$ cat config.mk
export PLATFORM = sky130hd
export DESIGN_NAME = cordic_vector_iter_flat
export DESIGN_NICKNAME = d
export VERILOG_FILES = /design/src/rtl/cordic_pkg.sv /design/src/rtl/cordic_vector_iter_if.sv /design/src/rtl/cordic_microrot.sv /design/src/rtl/cordic_vector_iter.sv /design/src/flat_wrapper.sv
export SDC_FILE = /design/constraint.sdc
export NUM_CORES = 1
export LEC_CHECK = 0
export ABC_AREA = 1
export BUFFER_PORTS_ARGS = -buffer_cell sky130_fd_sc_hd__buf_2
export CAP_MARGIN = 20
export CELL_PAD_IN_SITES_DETAIL_PLACEMENT = 1
export CELL_PAD_IN_SITES_GLOBAL_PLACEMENT = 1
export CORE_MARGIN = 1.5
export CORE_UTILIZATION = 46
export DETAILED_ROUTE_END_ITERATION = 6
export PLACE_DENSITY_LB_ADDON = 0.05
export SLEW_MARGIN = 25
export SYNTH_ARGS = -nofsm -noshare
export SYNTH_HDL_FRONTEND = slang
export SYNTH_SLANG_ARGS = --single-unit
$ cat constraint.sdc
create_clock -name clk -period 9.95 [get_ports clk]
set_input_delay 0.4975 -clock clk [delete_from_list [all_inputs] [get_ports clk]]
set_output_delay 0.4975 -clock clk [all_outputs]
set_load 0.005 [all_outputs]
$ cat src/rtl/cordic_pkg.sv
// rtl/cordic_pkg.sv - shared CORDIC types, arctangent table generator and width helpers
package cordic_pkg;

  typedef enum logic [1:0] {
    ST_IDLE,
    ST_ITER,
    ST_COMP,
    ST_DONE
  } cordic_state_e;

  // x * (1/2 + 1/8 - 1/64 - 1/512) ~= x * 0.6074, undoing the CORDIC gain
  localparam int COMP_SH0 = 1;
  localparam int COMP_SH1 = 3;
  localparam int COMP_SH2 = 6;
  localparam int COMP_SH3 = 9;

  localparam longint TWO_PI_Q30      = 64'sd6746518852;
  localparam longint TWO_PI_Q30_HALF = TWO_PI_Q30 / 64'sd2;

  function automatic int coord_w(input int b);
    return b + 2;
  endfunction

  function automatic int mag_w(input int b);
    return b + 1;
  endfunction

  // round(atan(2^-i) * 2^a / (2*pi)) via a Q30 Taylor series; i=0 is exactly 2^a/8
  function automatic longint atan_lsb(input int a, input int i);
    longint t;
    longint t2;
    longint p;
    longint acc;
    if (i == 0) return longint'(1) << (a - 3);
    if (i >= 30) return 64'sd0;
    t   = longint'(1) << (30 - i);
    t2  = (t * t) >>> 30;
    p   = t;
    acc = 64'sd0;
    for (int k = 0; k < 24; k++) begin
      if (k % 2 == 0) acc = acc + p / longint'(2 * k + 1);
      else            acc = acc - p / longint'(2 * k + 1);
      p = (p * t2) >>> 30;
    end
    return ((acc << a) + TWO_PI_Q30_HALF) / TWO_PI_Q30;
  endfunction

endpackage

$ cat src/rtl/cordic_vector_iter_if.sv
// rtl/cordic_vector_iter_if.sv - vector-in / magnitude+angle-out handshake bundle
interface cordic_vector_iter_if #(
  parameter int B = 14,
  parameter int A = 16
);
  import cordic_pkg::*;

  logic                  in_valid;
  logic                  in_ready;
  logic [2*B-1:0]        data_in;
  logic                  reflect_in;
  logic                  out_valid;
  logic                  out_ready;
  logic [mag_w(B)-1:0]   mag_out;
  logic [A-1:0]          angle_out;

  modport master (
    output in_valid, data_in, reflect_in, out_ready,
    input  in_ready, out_valid, mag_out, angle_out
  );

  modport slave (
    input  in_valid, data_in, reflect_in, out_ready,
    output in_ready, out_valid, mag_out, angle_out
  );

endinterface

$ cat src/rtl/cordic_microrot.sv
// rtl/cordic_microrot.sv - one combinational CORDIC vectoring micro-rotation
module cordic_microrot #(
  parameter int W  = 16,
  parameter int A  = 16,
  parameter int SW = 4
) (
  input  logic signed [W-1:0] x,
  input  logic signed [W-1:0] y,
  input  logic        [A-1:0] z,
  input  logic       [SW-1:0] shift,
  input  logic        [A-1:0] atan_step,
  output logic signed [W-1:0] x_nxt,
  output logic signed [W-1:0] y_nxt,
  output logic        [A-1:0] z_nxt
);

  logic signed [W-1:0] xs;
  logic signed [W-1:0] ys;

  // both shifts use the pre-update coordinates
  always_comb begin
    xs = x >>> shift;
    ys = y >>> shift;
    if (!y[W-1]) begin
      x_nxt = x + ys;
      y_nxt = y - xs;
      z_nxt = z + atan_step;
    end else begin
      x_nxt = x - ys;
      y_nxt = y + xs;
      z_nxt = z - atan_step;
    end
  end

endmodule

$ cat src/rtl/cordic_vector_iter.sv
// rtl/cordic_vector_iter.sv - iterative CORDIC vectoring engine; CORDIC_GAIN_COMP_EN adds gain compensation
module cordic_vector_iter
  import cordic_pkg::*;
#(
  parameter int B = 14,
  parameter int N = 12,
  parameter int A = 16
) (
  input  logic                 clk,
  input  logic                 rst,
  cordic_vector_iter_if.slave  bus
);

  localparam int W  = coord_w(B);
  localparam int IW = $clog2(A);

  cordic_state_e       state;
  logic signed [W-1:0] x_q;
  logic signed [W-1:0] y_q;
  logic        [A-1:0] z_q;
  logic signed [W-1:0] x_nxt;
  logic signed [W-1:0] y_nxt;
  logic        [A-1:0] z_nxt;
  logic                refl_q;
  logic       [IW-1:0] cnt;
  logic                in_ready_q;
  logic                out_valid_q;
  logic          [B:0] mag_q;
  logic        [A-1:0] angle_q;
  logic        [A-1:0] atan_rom [2**IW];

  for (genvar g = 0; g < 2**IW; g++) begin : g_atan
    localparam logic [A-1:0] ATAN_G = A'(atan_lsb(A, g));
    assign atan_rom[g] = ATAN_G;
  end

  cordic_microrot #(.W(W), .A(A), .SW(IW)) u_microrot (
    .x         (x_q),
    .y         (y_q),
    .z         (z_q),
    .shift     (cnt),
    .atan_step (atan_rom[cnt]),
    .x_nxt     (x_nxt),
    .y_nxt     (y_nxt),
    .z_nxt     (z_nxt)
  );

`ifdef CORDIC_GAIN_COMP_EN
  logic signed [W-1:0] x_comp;
  assign x_comp = (x_q >>> COMP_SH0) + (x_q >>> COMP_SH1)
                - (x_q >>> COMP_SH2) - (x_q >>> COMP_SH3);
`endif

  always_ff @(posedge clk) begin
    if (rst) begin
      state       <= ST_IDLE;
      in_ready_q  <= 1'b1;
      out_valid_q <= 1'b0;
      mag_q       <= '0;
      angle_q     <= '0;
      cnt         <= '0;
      x_q         <= '0;
      y_q         <= '0;
      z_q         <= '0;
      refl_q      <= 1'b0;
    end else begin
      case (state)
        ST_IDLE: begin
          if (bus.in_valid) begin
            x_q        <= {{2{bus.data_in[2*B-1]}}, bus.data_in[2*B-1:B]};
            y_q        <= {{2{bus.data_in[B-1]}}, bus.data_in[B-1:0]};
            z_q        <= '0;
            refl_q     <= bus.reflect_in;
            cnt        <= '0;
            in_ready_q <= 1'b0;
            state      <= ST_ITER;
          end
        end
        ST_ITER: begin
          x_q <= x_nxt;
          y_q <= y_nxt;
          z_q <= z_nxt;
          cnt <= cnt + 1'b1;
          if (cnt == IW'(N - 1)) begin
`ifdef CORDIC_GAIN_COMP_EN
            state       <= ST_COMP;
`else
            // flipping the angle MSB adds pi to undo the upstream reflection
            state       <= ST_DONE;
            out_valid_q <= 1'b1;
            mag_q       <= x_nxt[B:0];
            angle_q     <= {z_nxt[A-1] ^ refl_q, z_nxt[A-2:0]};
`endif
          end
        end
`ifdef CORDIC_GAIN_COMP_EN
        ST_COMP: begin
          x_q         <= x_comp;
          state       <= ST_DONE;
          out_valid_q <= 1'b1;
          mag_q       <= x_comp[B:0];
          angle_q     <= {z_q[A-1] ^ refl_q, z_q[A-2:0]};
        end
`endif
        ST_DONE: begin
          if (bus.out_ready) begin
            out_valid_q <= 1'b0;
            in_ready_q  <= 1'b1;
            state       <= ST_IDLE;
          end
        end
        default: begin
          state       <= ST_IDLE;
          in_ready_q  <= 1'b1;
          out_valid_q <= 1'b0;
        end
      endcase
    end
  end

  assign bus.in_ready  = in_ready_q;
  assign bus.out_valid = out_valid_q;
  assign bus.mag_out   = mag_q;
  assign bus.angle_out = angle_q;

endmodule

$ cat src/flat_wrapper.sv
// flat-port wrapper written by rule: the top's interface ports become plain ports
module cordic_vector_iter_flat import cordic_pkg::*;
#(
  parameter int B = 14,
  parameter int N = 12,
  parameter int A = 16
)
  (clk, rst, bus_in_valid, bus_data_in, bus_reflect_in, bus_out_ready, bus_in_ready, bus_out_valid, bus_mag_out, bus_angle_out);
  cordic_vector_iter_if #(.B(B), .A(A)) bus_i ();
  input  logic clk;
  input  logic rst;
  input wire logic [$bits(bus_i.in_valid)-1:0] bus_in_valid;
  input wire logic [$bits(bus_i.data_in)-1:0] bus_data_in;
  input wire logic [$bits(bus_i.reflect_in)-1:0] bus_reflect_in;
  input wire logic [$bits(bus_i.out_ready)-1:0] bus_out_ready;
  output wire logic [$bits(bus_i.in_ready)-1:0] bus_in_ready;
  output wire logic [$bits(bus_i.out_valid)-1:0] bus_out_valid;
  output wire logic [$bits(bus_i.mag_out)-1:0] bus_mag_out;
  output wire logic [$bits(bus_i.angle_out)-1:0] bus_angle_out;
  assign bus_i.in_valid = bus_in_valid;
  assign bus_i.data_in = bus_data_in;
  assign bus_i.reflect_in = bus_reflect_in;
  assign bus_i.out_ready = bus_out_ready;
  assign bus_in_ready = bus_i.in_ready;
  assign bus_out_valid = bus_i.out_valid;
  assign bus_mag_out = bus_i.mag_out;
  assign bus_angle_out = bus_i.angle_out;
  cordic_vector_iter #(.B(B), .N(N), .A(A)) u_core (.clk(clk), .rst(rst), .bus(bus_i));
endmodule
==> metrics <==
Clock Latency Late Sink approximately 0.36 ns; Clock Skew ~0.012 ns; share of cells above drive strength 1 8.49%; flops & latches, synth 88; height of the die 135 µm; Max Freq just over 200 MHz; Final Max Slew Viols 0; Seq/Total Area, Yosys a little over a fifth; total core area around 17000 µm²; CP Max Fanout 29; status completed; Startpoint Class flip-flop; max cap viols 0; residual overflow from global routing 0; Primary FF master, synth dfxtp_1; drc violations 0; DP HPWL 20000 µm; pin count of the biggest net entering global routing 67; final count of negative-setup-slack endpoints 0; busiest grt layer met2; GP Congestion 0.881; DR WL/cell 17.3 µm; Iter 0 DRT Violations 446; final WL approximately 27000 µm; count of input and output buffers between 60 and 70; Syn Nets between 1000 and 1500; pwr dens about 250 nW/µm²; Die Wd 135 µm; Critical Path RT 10.16 ns; Slew headroom 39.6%; Nets approximately 1400; min-delay worst type primary input to flip-flop; vias in the first global route 8364; Critical Path End Type flip-flop; n_diodes 0; HP Start bus_data_in[15]; Leak roughly 4.5 nW; synth-to-layout area growth 8.68%; initial core utilization between 40% and 50%; Clock transition at path regs about 0.080 ns; FP Rows 48; clock buffer depth 2; TritonCTS Buffers 9; min cycle time layout around 5.0 ns; final hold vios 0; period utilization around half; cells on worst reg2reg path 24; met3 GRT Util between 2 and 3%; worst setup path startpoint u_core.cnt[1]; Synth warnings 0; # IOs 66; DRT Pass-1 Iters 4; hold path depth 3; initial antenna violation count 0; post-synth cell types 46; Mapped Area approximately 8000 µm²; DR vias/cell about 5.6; Finished Cell Area ~8700 µm²; DR vias between 8000 and 9000; H-tree levels 3; filler cell count approximately 2500; RSZ-0062 raised after global routing no; slew at the pin with the worst max-slew slack just over 0.9 ns; die area ~18000 µm²; Post-synth ARST share 0%; worst flop-to-flop path startpoint u_core.cnt[1]; first-pass GRT wire length between 40000 and 50000 µm; CTS tree yes; setup total negative slack 0 ns; critical path data arrival time between 5 and 6 ns; GR met1 Demand/Resource slightly above 40%; Total GRT Usage 29.9%; hold_buf cts 0; # clock sinks about 90; Util after Layout 50.8%; Resized Gates After CTS 0; Routed Antenna Nets 0; met2 Use GR 50.6%; Max IR drop VDD ~0.13 mV; placed cell area 8440 µm²; Post-synth EDFFs 0; critical path class flip-flop to flip-flop; total setup buffers inserted after CTS 0; Avg Inst Size Synth just over 6 µm²; clock root buffer clkbuf_16; Synth Instances 1311
[through the flow]
stage / instances / power (mW) / setup WS, ns / hold WS (ns)
global placement: 1552 / 1.81 / 4.89 / 0.450
global route: 1568 / 2.39 / 4.57 / 0.426
floorplan: 1311 / 1.47 / 6.29 / 0.441
detailed placement: 1552 / 1.83 / 4.74 / 0.460
CTS: 1568 / 2.20 / 4.60 / 0.403
finish: 1568 / 2.19 / 4.98 / 0.407
[layout make-up]
cell class / instances / area, µm² / share of cell area (%)
clock buffer: 10 / 229 / 2.62
clock inverter: 6 / 58.8 / 0.674
inverter: 135 / 507 / 5.81
multi-input combinational: 1028 / 5480 / 62.8
sequential: 88 / 1760 / 20.2
tap: 225 / 282 / 3.23
timing repair buffer: 76 / 408 / 4.67
[cells in the mapped netlist, drive strengths merged, types with 5 or more instances]
master | count | area share (%)
inv | 134 | 6.3
o21ai | 98 | 6.1
o31ai | 5 | 0.47
nand3 | 131 | 8.2
xnor2 | 21 | 2.3
a21boi | 5 | 0.47
o211ai | 7 | 0.65
ha | 58 | 9.0
a21oi | 114 | 7.1
nand2 | 334 | 16
a31oi | 8 | 0.62
clkbuf | 37 | 1.7
xor2 | 43 | 4.7
o22ai | 6 | 0.47
a211oi | 10 | 0.93
dfxtp | 88 | 22
nand4 | 9 | 0.70
buf | 23 | 1.8
nor2 | 135 | 6.6
or2 | 10 | 0.78
nor3 | 11 | 0.69
[layout by cell type (no fill, tap or decap), types with 3 or more instances in the layout]
| master | count |
|---|---|
| xnor2_1 | 21 |
| buf_2 | 65 |
| nor2_2 | 8 |
| nand3b_1 | 3 |
| ha_1 | 58 |
| xor2_1 | 43 |
| a31oi_1 | 8 |
| nor3_1 | 11 |
| a21oi_1 | 114 |
| nand3_1 | 131 |
| inv_6 | 4 |
| nand4_1 | 9 |
| buf_4 | 11 |
| o22ai_1 | 6 |
| nand2_1 | 332 |
| or2_2 | 7 |
| clkbuf_16 | 9 |
| fa_1 | 3 |
| inv_1 | 132 |
| a211oi_1 | 10 |
| o31ai_1 | 5 |
| nor2_1 | 126 |
| a21boi_0 | 5 |
| dfxtp_1 | 87 |
| o21a_1 | 3 |
| o21ai_0 | 97 |
| o211ai_1 | 7 |
[per-layer routing]
metal  share of wire (%)  up-vias
met4                 2.2        0
met5                   0        -
met1                  47     4226
li1                    -     4367
met3                 3.2       29
met2                  47      159
[power breakdown]
part	internal, mW	switching, mW
Sequential	0.401	0.0572
Combinational	0.486	0.896
Clock	0.176	0.175
Total	1.06	1.13
[cells by family after synthesis]
family | synth area share [%]
AO/OA/AOI/OAI | 18.1
flip-flops | 21.9
buffers and inverters | 9.88
multiplexers | 0.265
XOR/XNOR | 6.98
adder cells (fa/ha/maj) | 9.78
AND/OR/NAND/NOR | 33.0
[final timing paths]
path	slack (ns)	end
setup / recovery	4.98	u_core.y_q[13]
hold / removal	0.41	u_core.x_q[1]
setup reg to reg	4.98	u_core.y_q[13]
hold reg to reg	0.47	u_core.z_q[14]
[registers in the layout, indices dropped and copies added (netlist names)]
signal,count
u_core.z_q,16
u_core.y_q,16
u_core.bus.angle_out,16
u_core.bus.out_valid,1
u_core.refl_q,1
u_core.bus.in_ready,1
u_core.state,2
u_core.bus.mag_out,15
u_core.cnt,4
u_core.x_q,16
[critical path: stages, from the launching register on]
cell,delay [ns]
dfxtp_2,0.73
inv_2,0.37
nor2_1,0.49
nand2_1,0.09
o21ai_0,0.08
inv_1,0.07
nand3_1,0.07
nand2_1,0.10
ha_1,0.23
nand2_1,0.08
nor2_1,0.06
nand3_1,0.13
o21ai_0,0.11
xor2_1,0.19
inv_1,0.06
ha_1,0.37
nand2_1,0.08
o21a_1,0.18
nand2_1,0.16
a21boi_0,0.17
o21ai_0,0.35
a21boi_0,0.18
or2_2,0.30
nand3_1,0.07
a21oi_1,0.07
Power figures use the tool's default switching activity.
